===== config.mk =====
export PLATFORM = sky130hd
export DESIGN_NAME = alu_unary
export DESIGN_NICKNAME = d
export VERILOG_FILES = /design/src/rtl/alu_pkg.sv /design/src/rtl/alu_unary_core.sv /design/src/rtl/alu_unary.sv
export SDC_FILE = /design/constraint.sdc
export NUM_CORES = 1
export LEC_CHECK = 0
export BUFFER_PORTS_ARGS = -buffer_cell sky130_fd_sc_hd__clkbuf_2
export CELL_PAD_IN_SITES_DETAIL_PLACEMENT = 0
export CELL_PAD_IN_SITES_GLOBAL_PLACEMENT = 1
export CORE_UTILIZATION = 40
export CTS_CLUSTER_SIZE = 20
export DETAILED_ROUTE_END_ITERATION = 7
export GPL_ROUTABILITY_DRIVEN = 0
export PLACE_DENSITY = 0.76
export SLEW_MARGIN = 15
export SYNTH_ARGS = -nofsm -noshare
export SYNTH_HDL_FRONTEND = slang
export SYNTH_HIERARCHICAL = 1
export SYNTH_SLANG_ARGS = --single-unit
export TNS_END_PERCENT = 50

===== constraint.sdc =====
create_clock -name clock -period 1.4 [get_ports clock]
set_input_delay 0.35 -clock clock [delete_from_list [all_inputs] [get_ports clock]]
set_output_delay 0.35 -clock clock [all_outputs]
set_load 0.02 [all_outputs]

===== src/rtl/alu_pkg.sv =====
`default_nettype none
// +--------------------------------------------------------------------------+
// | alu_pkg                                                                  |
// | Shared ALU types: unary op codes, default data width, result flag set.   |
// | Used by alu_unary and the binary ALU units.                              |
// | Rev 1.0 - initial release                                                |
// +--------------------------------------------------------------------------+
package alu_pkg;

  // Default operand/result width for all ALU units.
  localparam int DATA_WIDTH = 16;

  // Unary op codes. Codes 6 and 7 are reserved and decode as PASS.
  typedef enum logic [2:0] {
    ALU_UN_PASS = 3'd0,
    ALU_UN_NOT  = 3'd1,
    ALU_UN_NEG  = 3'd2,
    ALU_UN_ABS  = 3'd3,
    ALU_UN_INC  = 3'd4,
    ALU_UN_DEC  = 3'd5
  } alu_unary_op_t;

  // Result flags carried alongside every result.
  typedef struct packed {
    logic zero;
    logic neg;
    logic ovf;
  } alu_flags_t;

endpackage
`default_nettype wire


===== src/rtl/alu_unary_core.sv =====
`default_nettype none
// +--------------------------------------------------------------------------+
// | alu_unary_core                                                           |
// | Purely combinational unary operator with flag generation.                |
// | Ports:                                                                   |
// |   operand [WIDTH] in  - signed two's complement operand                  |
// |   op      [3]     in  - alu_unary_op_t code (6/7 act as PASS)            |
// |   result  [WIDTH] out - operation result, modulo 2^WIDTH                 |
// |   flags           out - {zero, neg, ovf} of result                       |
// | Rev 1.0 - initial release                                                |
// +--------------------------------------------------------------------------+
module alu_unary_core
  import alu_pkg::*;
#(
  parameter int WIDTH = DATA_WIDTH
) (
  input  logic [WIDTH-1:0] operand,
  input  logic [2:0]       op,
  output logic [WIDTH-1:0] result,
  output alu_flags_t       flags
);

  localparam logic [WIDTH-1:0] c_one = {{(WIDTH-1){1'b0}}, 1'b1};
  localparam logic [WIDTH-1:0] c_min = {1'b1, {(WIDTH-1){1'b0}}};
  localparam logic [WIDTH-1:0] c_max = {1'b0, {(WIDTH-1){1'b1}}};

  logic [WIDTH-1:0] w_negated;
  logic             w_is_min;
  logic             w_is_max;
  logic             w_ovf;

  assign w_negated = (~operand) + c_one;
  assign w_is_min  = (operand == c_min);
  assign w_is_max  = (operand == c_max);

  always_comb begin
    result = operand;
    w_ovf  = 1'b0;
    case (op)
      ALU_UN_NOT: result = ~operand;
      ALU_UN_NEG: begin
        // -MIN wraps back to MIN
        result = w_negated;
        w_ovf  = w_is_min;
      end
      ALU_UN_ABS: begin
        // |MIN| is not representable and wraps to MIN
        result = operand[WIDTH-1] ? w_negated : operand;
        w_ovf  = w_is_min;
      end
      ALU_UN_INC: begin
        result = operand + c_one;
        w_ovf  = w_is_max;
      end
      ALU_UN_DEC: begin
        result = operand - c_one;
        w_ovf  = w_is_min;
      end
      default: result = operand;
    endcase
  end

  always_comb begin
    flags      = '0;
    flags.zero = (result == '0);
    flags.neg  = result[WIDTH-1];
    flags.ovf  = w_ovf;
  end

endmodule
`default_nettype wire


===== src/rtl/alu_unary.sv =====
`default_nettype none
// +--------------------------------------------------------------------------+
// | alu_unary                                                                |
// | Pipelined unary ALU with per-stage valid/ready backpressure.             |
// | Parameters: WIDTH (>=2), STAGES (1..4, equals latency).                  |
// | Ports:                                                                   |
// |   clock, reset_n (async, active low), enable (global advance enable)     |
// |   in_valid/in_ready/in_data/in_op    - operand handshake                 |
// |   out_valid/out_ready/out_data       - result handshake                  |
// |   out_zero/out_neg/out_ovf           - registered result flags          |
// | Rev 1.0 - initial release                                                |
// +--------------------------------------------------------------------------+
module alu_unary
  import alu_pkg::*;
#(
  parameter int WIDTH  = DATA_WIDTH,
  parameter int STAGES = 2
) (
  input  logic             clock,
  input  logic             reset_n,
  input  logic             enable,
  input  logic             in_valid,
  output logic             in_ready,
  input  logic [WIDTH-1:0] in_data,
  input  logic [2:0]       in_op,
  output logic             out_valid,
  input  logic             out_ready,
  output logic [WIDTH-1:0] out_data,
  output logic             out_zero,
  output logic             out_neg,
  output logic             out_ovf
);

  logic [WIDTH-1:0]  w_core_data;
  alu_flags_t        w_core_flags;

  logic [STAGES-1:0] r_valid;
  logic [WIDTH-1:0]  r_data  [STAGES];
  alu_flags_t        r_flags [STAGES];

  logic [STAGES-1:0] w_room;
  logic [STAGES-1:0] w_adv;
  logic [STAGES-1:0] w_load;

  alu_unary_core #(
    .WIDTH (WIDTH)
  ) u_core (
    .operand (in_data),
    .op      (in_op),
    .result  (w_core_data),
    .flags   (w_core_flags)
  );

  // The recursive advance chain unrolls to: a full stage may move on if any
  // later stage is empty or the consumer takes the last result. Evaluating
  // it directly from the valid bits keeps the logic free of comb feedback.
  always_comb begin
    w_room = '0;
    for (int i = 0; i < STAGES; i++) begin
      w_room[i] = out_ready;
      for (int j = i + 1; j < STAGES; j++) begin
        if (!r_valid[j]) begin
          w_room[i] = 1'b1;
        end
      end
    end
  end

  assign w_adv    = {STAGES{enable}} & r_valid & w_room;
  assign w_load   = {STAGES{enable}} & (~r_valid | w_adv);
  assign in_ready = w_load[0];

  for (genvar gi = 0; gi < STAGES; gi++) begin : g_stage
    if (gi == 0) begin : g_head
      always_ff @(posedge clock or negedge reset_n) begin
        if (!reset_n) begin
          r_valid[0] <= 1'b0;
          r_data[0]  <= '0;
          r_flags[0] <= '0;
        end else if (w_load[0]) begin
          r_valid[0] <= in_valid;
          // Payload only updates on a real accept; bubbles keep old data
          if (in_valid) begin
            r_data[0]  <= w_core_data;
            r_flags[0] <= w_core_flags;
          end
        end
      end
    end else begin : g_body
      always_ff @(posedge clock or negedge reset_n) begin
        if (!reset_n) begin
          r_valid[gi] <= 1'b0;
          r_data[gi]  <= '0;
          r_flags[gi] <= '0;
        end else if (w_load[gi]) begin
          // Upstream advances exactly when it is valid and this stage loads
          r_valid[gi] <= w_adv[gi-1];
          if (w_adv[gi-1]) begin
            r_data[gi]  <= r_data[gi-1];
            r_flags[gi] <= r_flags[gi-1];
          end
        end
      end
    end
  end

  assign out_valid = r_valid[STAGES-1];
  assign out_data  = r_data[STAGES-1];
  assign out_zero  = r_flags[STAGES-1].zero;
  assign out_neg   = r_flags[STAGES-1].neg;
  assign out_ovf   = r_flags[STAGES-1].ovf;

endmodule
`default_nettype wire


# Yosys cells after proc, flatten, opt, wreduce, memory -nomap -nowiden
# Cells that the tools add are included.
[totals]
in_bits = 24
output_inout_bits = 21
register_bits = 40
word_cells = 34
[op_classes]
n_reduce_logical = 4
n_mux = 4
n_eq_ne = 7
n_addsub = 3
bitwise_logic = 6
[ops]
columns = ["cell", "count"]
rows = [
  ["one-hot mux 16 bit (5 select lines)", 1],
  ["adder 16 x 1 -> 16 bit (second input constant)", 2],
  ["equality test 16 x 15 -> 1 bit (second input constant)", 1],
  ["equality test 16 bit (second input constant)", 1],
  ["zero test 16 bit", 1],
  ["two-way mux 16 bit", 1],
  ["inverter 16 bit", 1],
  ["subtractor 16 x 1 -> 16 bit (second input constant)", 1],
  ["bitwise AND 2 bit", 3],
  ["equality test 3 x 2 -> 1 bit (second input constant)", 2],
  ["equality test 3 bit (second input constant)", 2],
  ["AND reduction 2 bit", 2],
  ["equality test 3 x 1 -> 1 bit (second input constant)", 1],
  ["OR reduction 3 bit", 1],
  ["inverter 2 bit", 1],
  ["bitwise OR 2 bit", 1],
  ["one-hot mux 1 bit (2 select lines)", 1],
  ["two-way mux 1 bit", 1],
]

# Logic depth before layout (Yosys ltp)
# Gate-level depths: netlist of run 1.
[depth]
depth_word = 5
mapped_depth = 13
depth_no_buf = 12

# Modules after synthesis
# Netlist of run 1, hierarchy kept.
[by_module_without_submodules]
columns = ["module", "seq_area_each_um2", "n_inst", "area_per_inst_um2", "cells_each"]
rows = [
  ["alu_unary", 1001.0, 1, 1712.9, 107],
  ["alu_unary_core", 0.0, 1, 1511.4, 243],
]

# Worst setup path before layout of run 1
# Ideal clock, no wire load.
[synth_timing]
path_kind = "in2reg"
startpoint = "in in_op[0]"
endpoint = "reg r_flags[5] (netlist bit)"
path_buffers = 2
setup_ns = 0.065
path_stages = 12
required_time_ns = 1.335
slack_ns = -1.976
arrival_time_ns = 3.312
cell_sequence = "buf_2 and3b_1 clkbuf_1 xnor2_1 ha_1 or4b_1 o2111ai_1 nand4_1 or4_1 or4_1 and4bb_1 mux2_2"
[synth_lines]
columns = ["element", "line_no", "text"]
rows = [
  ["start: declaration", "alu_unary.sv:25", "input logic [2:0] in_op,"],
  ["end: declaration", "alu_unary.sv:39", "alu_flags_t r_flags [STAGES];"],
]

==> results.md, run 1 <==
- Worst setup EP type: flip-flop
- NumNets Final: just under 500
- Critical path class: input port to flip-flop
- # fillers: between 600 and 700
- Pwr/cell area: about 960 nW/um2
- N_diodes: 0
- Slowest stage delay, CP: 0.55 ns
- Crit path time final: between 2 and 3 ns
- Max-slew violation count: 0
- Largest net degree at the start of global routing: 41
- Failing checks: negative setup slack
- Layout cells sized above 1: 52.7%
- Fin. Hold Viols: 0
- CTS tree: done
- Worst slew pin tran: between 0.4 and 0.5 ns
- Clk sinks: 40
- Clock latency on the worst-skew pair: between 0.2 and 0.3 ns
- Inserted Clock Buffers: 5
- Synth top area share: 31.0%
- Final setup vio count: 20
- WP data arrival: 3.10 ns
- Area Growth Syn to Fin: 42.2%
- Initial antenna violation count: 0
- HP Class: input port to asynchronous set/reset pin
- Top FF cell, synth: dfrtp_1
- Reg area: 1000 um2
- Remaining DRCs: 0
- FF-to-FF path depth: 5
- Drt first pass iters: 5
- Initial Util: roughly two fifths
- Die Area: approximately 8400 um2
- Vias in the first global route: a little over 3000
- Port bufs: 44
- Multi-input gate area: approximately 2200 um2
- CTS clock-pin slew for the worst setup and hold paths: roughly 0.070 ns
- Final period utilization: 205%
- Dpl hpwl: about 6700 um
- Async set-reset flop share out of synthesis: 100%
- CTS Buffer Depth: 2
- Maximum VDD drop: 783 uV
- Number of buffers and inverters on the critical path: 2
- Chip Width: a little over 90 um
- GRT Resource Usage Total: between 20% and 30%
- Leakage power: approximately 2 nW
- Iteration-0 DRC Markers: slightly below 300
- Cell repeated most along the worst path: or4_1
- Global-route wire length before repair: between 10000 and 15000 um
- Slew headroom: a little over two thirds
- Post-synthesis cell type count: 63
- Slowest-stage cell, CP: or4_1
- Crit path depth: 13
- Post-synth top area cell: dfrtp_1
- Mean post-synth cell area: between 9 and 10 um2
- Max cap viols: 0
- Ys Warns: 6
- Syn_nets: 377
- CTS root buf: clkbuf_8
- Top cells by area, synth: dfrtp_1, mux2_2, mux2_4
- Clk_skew: just over 0.006 ns
- Wirelength, routed: around 9300 um
- IO Count: 45
- Grt total ovfl: 0
- Critical Path Fanout Max: 5
- Post-synth EDFFs: 0
- Total power: between 0.004 and 0.005 W
- Core area: approximately 7800 um2
- Post-DRT Antenna Nets: 0
- Unrepaired setup endpoints after global routing: yes
- Critical path's top delay family: simple AND/OR/NAND/NOR gates
- Fmax: ~350 MHz
- Gate Count Post-Synth: 350
- Vias per cell: 5.73
- Worst Path Required: roughly 1.6 ns
- Placement Setup Slack: -1.77 ns
- Vias post-DR: about 3200
- Chip height: a little over 90 um
- Status: complete, but fails checks
- Yosys reg bits: 40
- Worst Setup Start Kind: input port
- Cell-by-cell trace of the critical path: buf_6 > and3b_2 > xnor2_2 > ha_2 > buf_4 > nor2_1 > mux2i_1 > xor2_1 > o211ai_1 > or4_1 > or4_1 > and4bb_1 > mux2_2
- Mapped cell area: 3220 um2
- Clock H-tree levels: 2
- Post-route setup slack: -1.46 ns
- Row cnt: 32
- DR WL/cell: approximately 17 um
- Register area share after synthesis: 31.0%
what timing repair did:
action | in CTS | in global routing
gates resized for setup | 20 | 53
hold buffers | 0 | 0
pin swaps | 8 | 22
setup buffers | 1 | 13
gates cloned | 0 | 1
setup endpoints to repair | 19 | 39
registers in the layout (all words and copies together) (netlist names):
register / count
out_data: 16
r_data: 16
r_flags: 3
out_neg: 1
out_ovf: 1
out_valid: 1
out_zero: 1
r_valid: 1
where the power goes:
part / leakage [nW] / switching [W] / internal (W)
registers: 0.483 / 0.000199 / 0.00153
logic: 1.52 / 0.000993 / 0.000971
clock network: 0.0400 / 0.000380 / 0.000337
cells in the mapped netlist (6+ instances only):
library cell	count
o21ai_0	12
clkbuf_1	17
xor2_1	10
inv_1	9
nand2_1	17
xnor2_1	6
a21oi_1	16
dfrtp_1	40
nor2_1	19
mux2_4	10
nand3_1	12
buf_4	19
mux2_2	29
nor3_1	9
nand4_1	8
nor4_1	13
layout make-up:
cell class | count | share of cell area, %
Clock buffer | 5 | 1.50
Multi-Input combinational cell | 253 | 47.6
Tap cell | 102 | 2.78
Timing Repair Buffer | 146 | 25.3
Inverter | 9 | 0.737
Sequential cell | 40 | 21.9
Clock inverter | 2 | 0.273
cell usage in the layout, fill, tap and decap left out, types with 3 or more instances in the layout:
| cell | instances |
|---|---|
| xnor2_1 | 5 |
| clkbuf_8 | 8 |
| dfrtp_1 | 39 |
| nand2b_1 | 3 |
| buf_6 | 12 |
| nand4_1 | 8 |
| mux2i_1 | 4 |
| or3_1 | 3 |
| a211o_1 | 5 |
| nor3_4 | 3 |
| buf_4 | 87 |
| buf_12 | 6 |
| o21ai_0 | 9 |
| a21oi_1 | 13 |
| nor2b_1 | 3 |
| clkbuf_2 | 36 |
| xor2_1 | 10 |
| a311oi_1 | 4 |
| mux2_4 | 15 |
| nand3_1 | 11 |
| nor4_1 | 4 |
| a31oi_1 | 5 |
| o31ai_1 | 3 |
| a211oi_1 | 3 |
| nor4_2 | 3 |
| mux2_2 | 24 |
| o221ai_1 | 3 |
| nor2_1 | 17 |
| or4_1 | 3 |
| nor3_1 | 6 |
| or2_2 | 3 |
| inv_1 | 8 |
| o21ai_2 | 3 |
| a21oi_2 | 3 |
| nand2_1 | 16 |
| nor4_4 | 6 |
routing by layer:
layer	GRT usage, %	routed length (um)	vias up
li1	-	-	1499
met1	30.1	4060	1515
met2	37.1	4340	135
met3	3.65	595	45
met4	5.73	325	0
met5	0	0	-
worst paths after layout:
| kind | startpoint | endpoint | slack, ns |
|---|---|---|---|
| worst max-delay path | in_op[1] | r_flags[5] | -1.46 |
| worst min-delay path | reset_n | r_data[30] | 0.02 |
| worst max register to register | out_valid | r_flags[5] | -0.11 |
| worst min register to register | r_data[27] | r_data[27] | 0.51 |
| max in group asynchronous | reset_n | r_valid[0] | 1.17 |
| min in group clock | in_valid | r_valid[0] | 0.32 |
stage by stage:
stage | cell area (um2) | utilization, % | setup TNS (ns) | std cells | hold WS (ns)
6_report | 4590 | 59.0 | -13.58 | 557 | 0.0175
5_1_grt | 4590 | 59.0 | -14.68 | 557 | 0.0264
4_1_cts | 4260 | 54.9 | -13.09 | 546 | 0.0190
3_5_place_dp | 4080 | 52.5 | -19.90 | 538 | 0.340
3_3_place_gp | 4080 | 52.5 | -19.47 | 538 | 0.336
2_1_floorplan | 3330 | - | -13.37 | 350 | 0.0544
cell families (layout without fill, tap and decap cells):
group / Yosys count / after routing / synth area share [%]
adders and majority gates: 3 / 3 / 1.16
muxes: 43 / 43 / 16.0
buffers and inverters: 57 / 162 / 10.1
AOI/OAI and AO/OA: 77 / 77 / 16.9
xor gates and xnor gates: 16 / 16 / 4.35
and+or+nand+nor: 114 / 114 / 20.4
DFF: 40 / 40 / 31.0
Note: power is estimated with default switching activity, not from simulation.
==> inputs of run 2 (changes only) <==
- CORE_UTILIZATION: 40 -> 45
- PLACE_DENSITY: 0.76 -> 0.81
- SYNTH_HIERARCHICAL: 1 -> default
- clock period: 1.4 -> 3.3 ns (I/O delays scaled with it)
==> results.md, run 2 <==
- Gate Count Post-Synth: 402 (was 350)
- N_diodes: 0 (unchanged)
- Vias per cell: 5.91 (was 5.73)
- Wirelength, routed: 9350 um (was 9320 um)
- Initial antenna violation count: 0 (unchanged)
- Global-route wire length before repair: 15000 um (about the same)
- Crit Reg-Reg Startpoint: out_valid (unchanged)
- Max-slew violation count: 0 (unchanged)
- Leakage power: 1.66 nW (was 2.04 nW)
- Final setup vio count: 0 (was 20)
- Port bufs: 44 (unchanged)
- Initial Util: 46.7% (was 41.5%)
- Fin. Hold Viols: 0 (unchanged)
- Area Growth Syn to Fin: 14.0% (was 42.2%)
- Mean post-synth cell area: 8.47 um2 (was 9.21 um2)
- Remaining DRCs: 0 (unchanged)
- Leading cell type in the layout, fill and taps excluded: buf_4 (unchanged)
- Worst setup EP type: flip-flop (unchanged)
- Layout cells sized above 1: 34.4% (was 52.7%)
- Grt total ovfl: 0 (unchanged)
- Top cells by area, synth: dfrtp_1, mux2_2, buf_4 (was dfrtp_1, mux2_2, mux2_4)
- Crit path time final: about 3.1 ns
- Max cap viols: 0 (unchanged)
- Final period utilization: a little over 90%
- CTS clock-pin slew for the worst setup and hold paths: 0.06 ns (was 0.07 ns)
- Dpl cells: 546 (was 538)
- Hold_buf cts: 0 (unchanged)
- Top FF cell, synth: dfrtp_1 (unchanged)
- Synth top area share: 27.9% (was 31.0%)
- Post-DP Area: 3800 um2 (was 4080 um2)
- Status: completed (was complete, but fails checks)
- Hold endpoint: r_data[20]
- R2R Setup Slk: 1.25 ns (was -0.11 ns)
- Post-DRT Antenna Nets: 0 (unchanged)
- Final non-filler cell total: 553 (was 557)
- Clock latency on the worst-skew pair: 0.28 ns (was 0.29 ns)
- Row cnt: 31 (was 32)
- Commonest cells post-synth: dfrtp_1, nand2_1, nor2_1 (was dfrtp_1, mux2_2, buf_4, nor2_1)
- R2R Path End: r_flags[5] (unchanged)
- Clk sinks: 38 (was 40)
- FF-to-FF path depth: 8 (was 5)
- Multi-input gate area: 2070 um2 (was 2180 um2)
- Final instance area: 3880 um2 (was 4590 um2)
- Hold path depth: 2
- Hold Startpoint: r_data[20]
- Reg area: 951 um2 (was 1000 um2)
- Async set-reset flop share out of synthesis: 100% (unchanged)
- Largest net degree at the start of global routing: 39 (was 41)
- Yosys reg bits: 38 (was 40)
- IO Count: 45 (unchanged)
- Unrepaired setup endpoints after global routing: no (was yes)
- Worst Path Required: 3.52 ns (was 1.64 ns)
- Post-synth EDFFs: 0 (unchanged)
- Critical Path Fanout Max: 3 (was 5)
- Drt first pass iters: 5 (unchanged)
- Setup TNS: 0 ns (was -13.58 ns)
- NumNets Final: 481 (was 482)
- Count leader, synth: dfrtp_1 (unchanged)
- Final Core Density: 53.3% (was 59.0%)
- HP Class: flip-flop to flip-flop (was input port to asynchronous set/reset pin)
- WP data arrival: 3.29 ns (was 3.10 ns)
- Most frequent cells in the layout: buf_4, clkbuf_2, dfrtp_1 (was buf_4, dfrtp_1, clkbuf_2)
- Post-synthesis cell type count: 69 (was 63)
- CTS Buffer Depth: 2 (unchanged)
- Mapped cell area: 3410 um2 (was 3220 um2)
- CTS root buf: clkbuf_8 (unchanged)
- Vias post-DR: 3269 (was 3194)
- Pwr/cell area: 448 nW/um2 (was 961 nW/um2)
- Dpl hpwl: 7220 um (was 6680 um)
- Die Area: 7920 um2 (was 8420 um2)
- Post-synth top area cell: dfrtp_1 (unchanged)
- Vias in the first global route: 2913 (was 3065)
- DR WL/cell: 16.9 um (was 16.7 um)
- GRT Resource Usage Total: 25.0% (was 22.3%)
- Inserted Clock Buffers: 5 (unchanged)
- Chip height: 89.0 um (was 91.8 um)
- Clock H-tree levels: 2 (unchanged)
- Slew headroom: 41.0% (was 70.0%)
- Ys Warns: 0 (was 6)
- Worst slew pin tran: 0.885 ns (was 0.449 ns)
- Syn_nets: 429 (was 377)
- Iteration-0 DRC Markers: 223 (was 290)
- Clk_skew: 0.00228 ns (was 0.00605 ns)
- Maximum VDD drop: 182 uV (was 783 uV)
- # fillers: 739 (was 691)
- Critical path class: input port to flip-flop (unchanged)
- Chip Width: 89.0 um (was 91.8 um)
- CTS tree: done (unchanged)
- Register area share after synthesis: 27.9% (was 31.0%)
- Worst Setup Start Kind: input port (unchanged)
- Fmax: 326 MHz
- Core area: 7290 um2 (was 7770 um2)
==> run 2: changes by cell type in the layout (fill, tap and decap cells not counted), sizes merged, moves of 8 or more <==
cell	delta
o211ai	+8
a21oi	+8
mux2	-13
nand2	+18
o21ai	+8
buf	-52
==> run 2: cell families (layout without fill, tap and decap cells) <==
group	count (synthesis)	in the layout	synth area share, %
AO/OA/AOI/OAI	110	110	21.9
XOR/XNOR	13	13	3.34
adder cells (fa/ha/maj)	3	3	1.10
buffers and inverters	63	115	12.3
flip-flops	38	38	27.9
multiplexers	33	33	10.7
AND/OR/NAND/NOR	142	142	22.7
==> run 2: metrics by stage <==
stage	setup slack, ns	power (W)	hold WS [ns]
4_1_cts	0.223	0.00176	0.485
3_5_place_dp	-0.0677	0.00147	0.470
6_report	0.229	0.00174	0.477
3_3_place_gp	-0.0198	0.00145	0.459
5_1_grt	0.0581	0.00187	0.500
2_1_floorplan	0.00475	0.00135	0.443
==> run 2: worst max-delay path by stage <==
| stage | start | end | slack (ns) | cells past startpoint |
|---|---|---|---|---|
| after floorplan | in_op[1] | r_flags[5] | 0.005 | 14 |
| after detailed placement | in_op[0] | r_flags[5] | -0.07 | 14 |
| final | in_data[1] | r_flags[5] | 0.23 | 11 |
| after global routing | in_data[1] | r_flags[5] | 0.06 | 12 |
| after CTS | in_op[0] | r_flags[5] | 0.22 | 14 |
| after global placement | in_data[5] | r_flags[5] | -0.02 | 12 |
==> run 2: power breakdown <==
group / switching, W / total (W) / internal (W)
sequential: 0.0000803 / 0.000710 / 0.000630
combinational: 0.000420 / 0.000745 / 0.000325
clock: 0.000139 / 0.000284 / 0.000145
total: 0.000638 / 0.00174 / 0.00110
==> run 2: timing repair <==
| item | in CTS | in global routing |
|---|---|---|
| buffers inserted | 0 | 0 |
| endpoints found under the setup margin | 0 | 1 |
| gates resized for setup | 0 | 1 |
==> run 2: worst max-delay path: stages <==
cell,delay (ns)
clkbuf_2,0.09
inv_1,0.12
ha_1,0.18
or3b_2,0.51
nor4_2,0.42
o31ai_1,0.11
a221o_1,0.37
nor4_1,0.21
buf_4,0.16
and4_1,0.17
a22o_1,0.11
==> run 2: metal layers <==
layer  track usage, %  part of all wire [%]  vias up
met4             11.4                   3.2        0
met2             39.0                    45      137
met1             35.0                    45     1540
met3             2.68                   6.8       25
met5                0                     0        -
li1                 -                     -     1567
==> run 2: area by class of cell <==
cell class                      instances  area share, %
Timing Repair Buffer                   98           16.1
Tap cell                               99           3.19
Clock buffer                            7           1.97
Multi-Input combinational cell        301           53.3
Inverter                               10          0.966
Sequential cell                        38           24.5
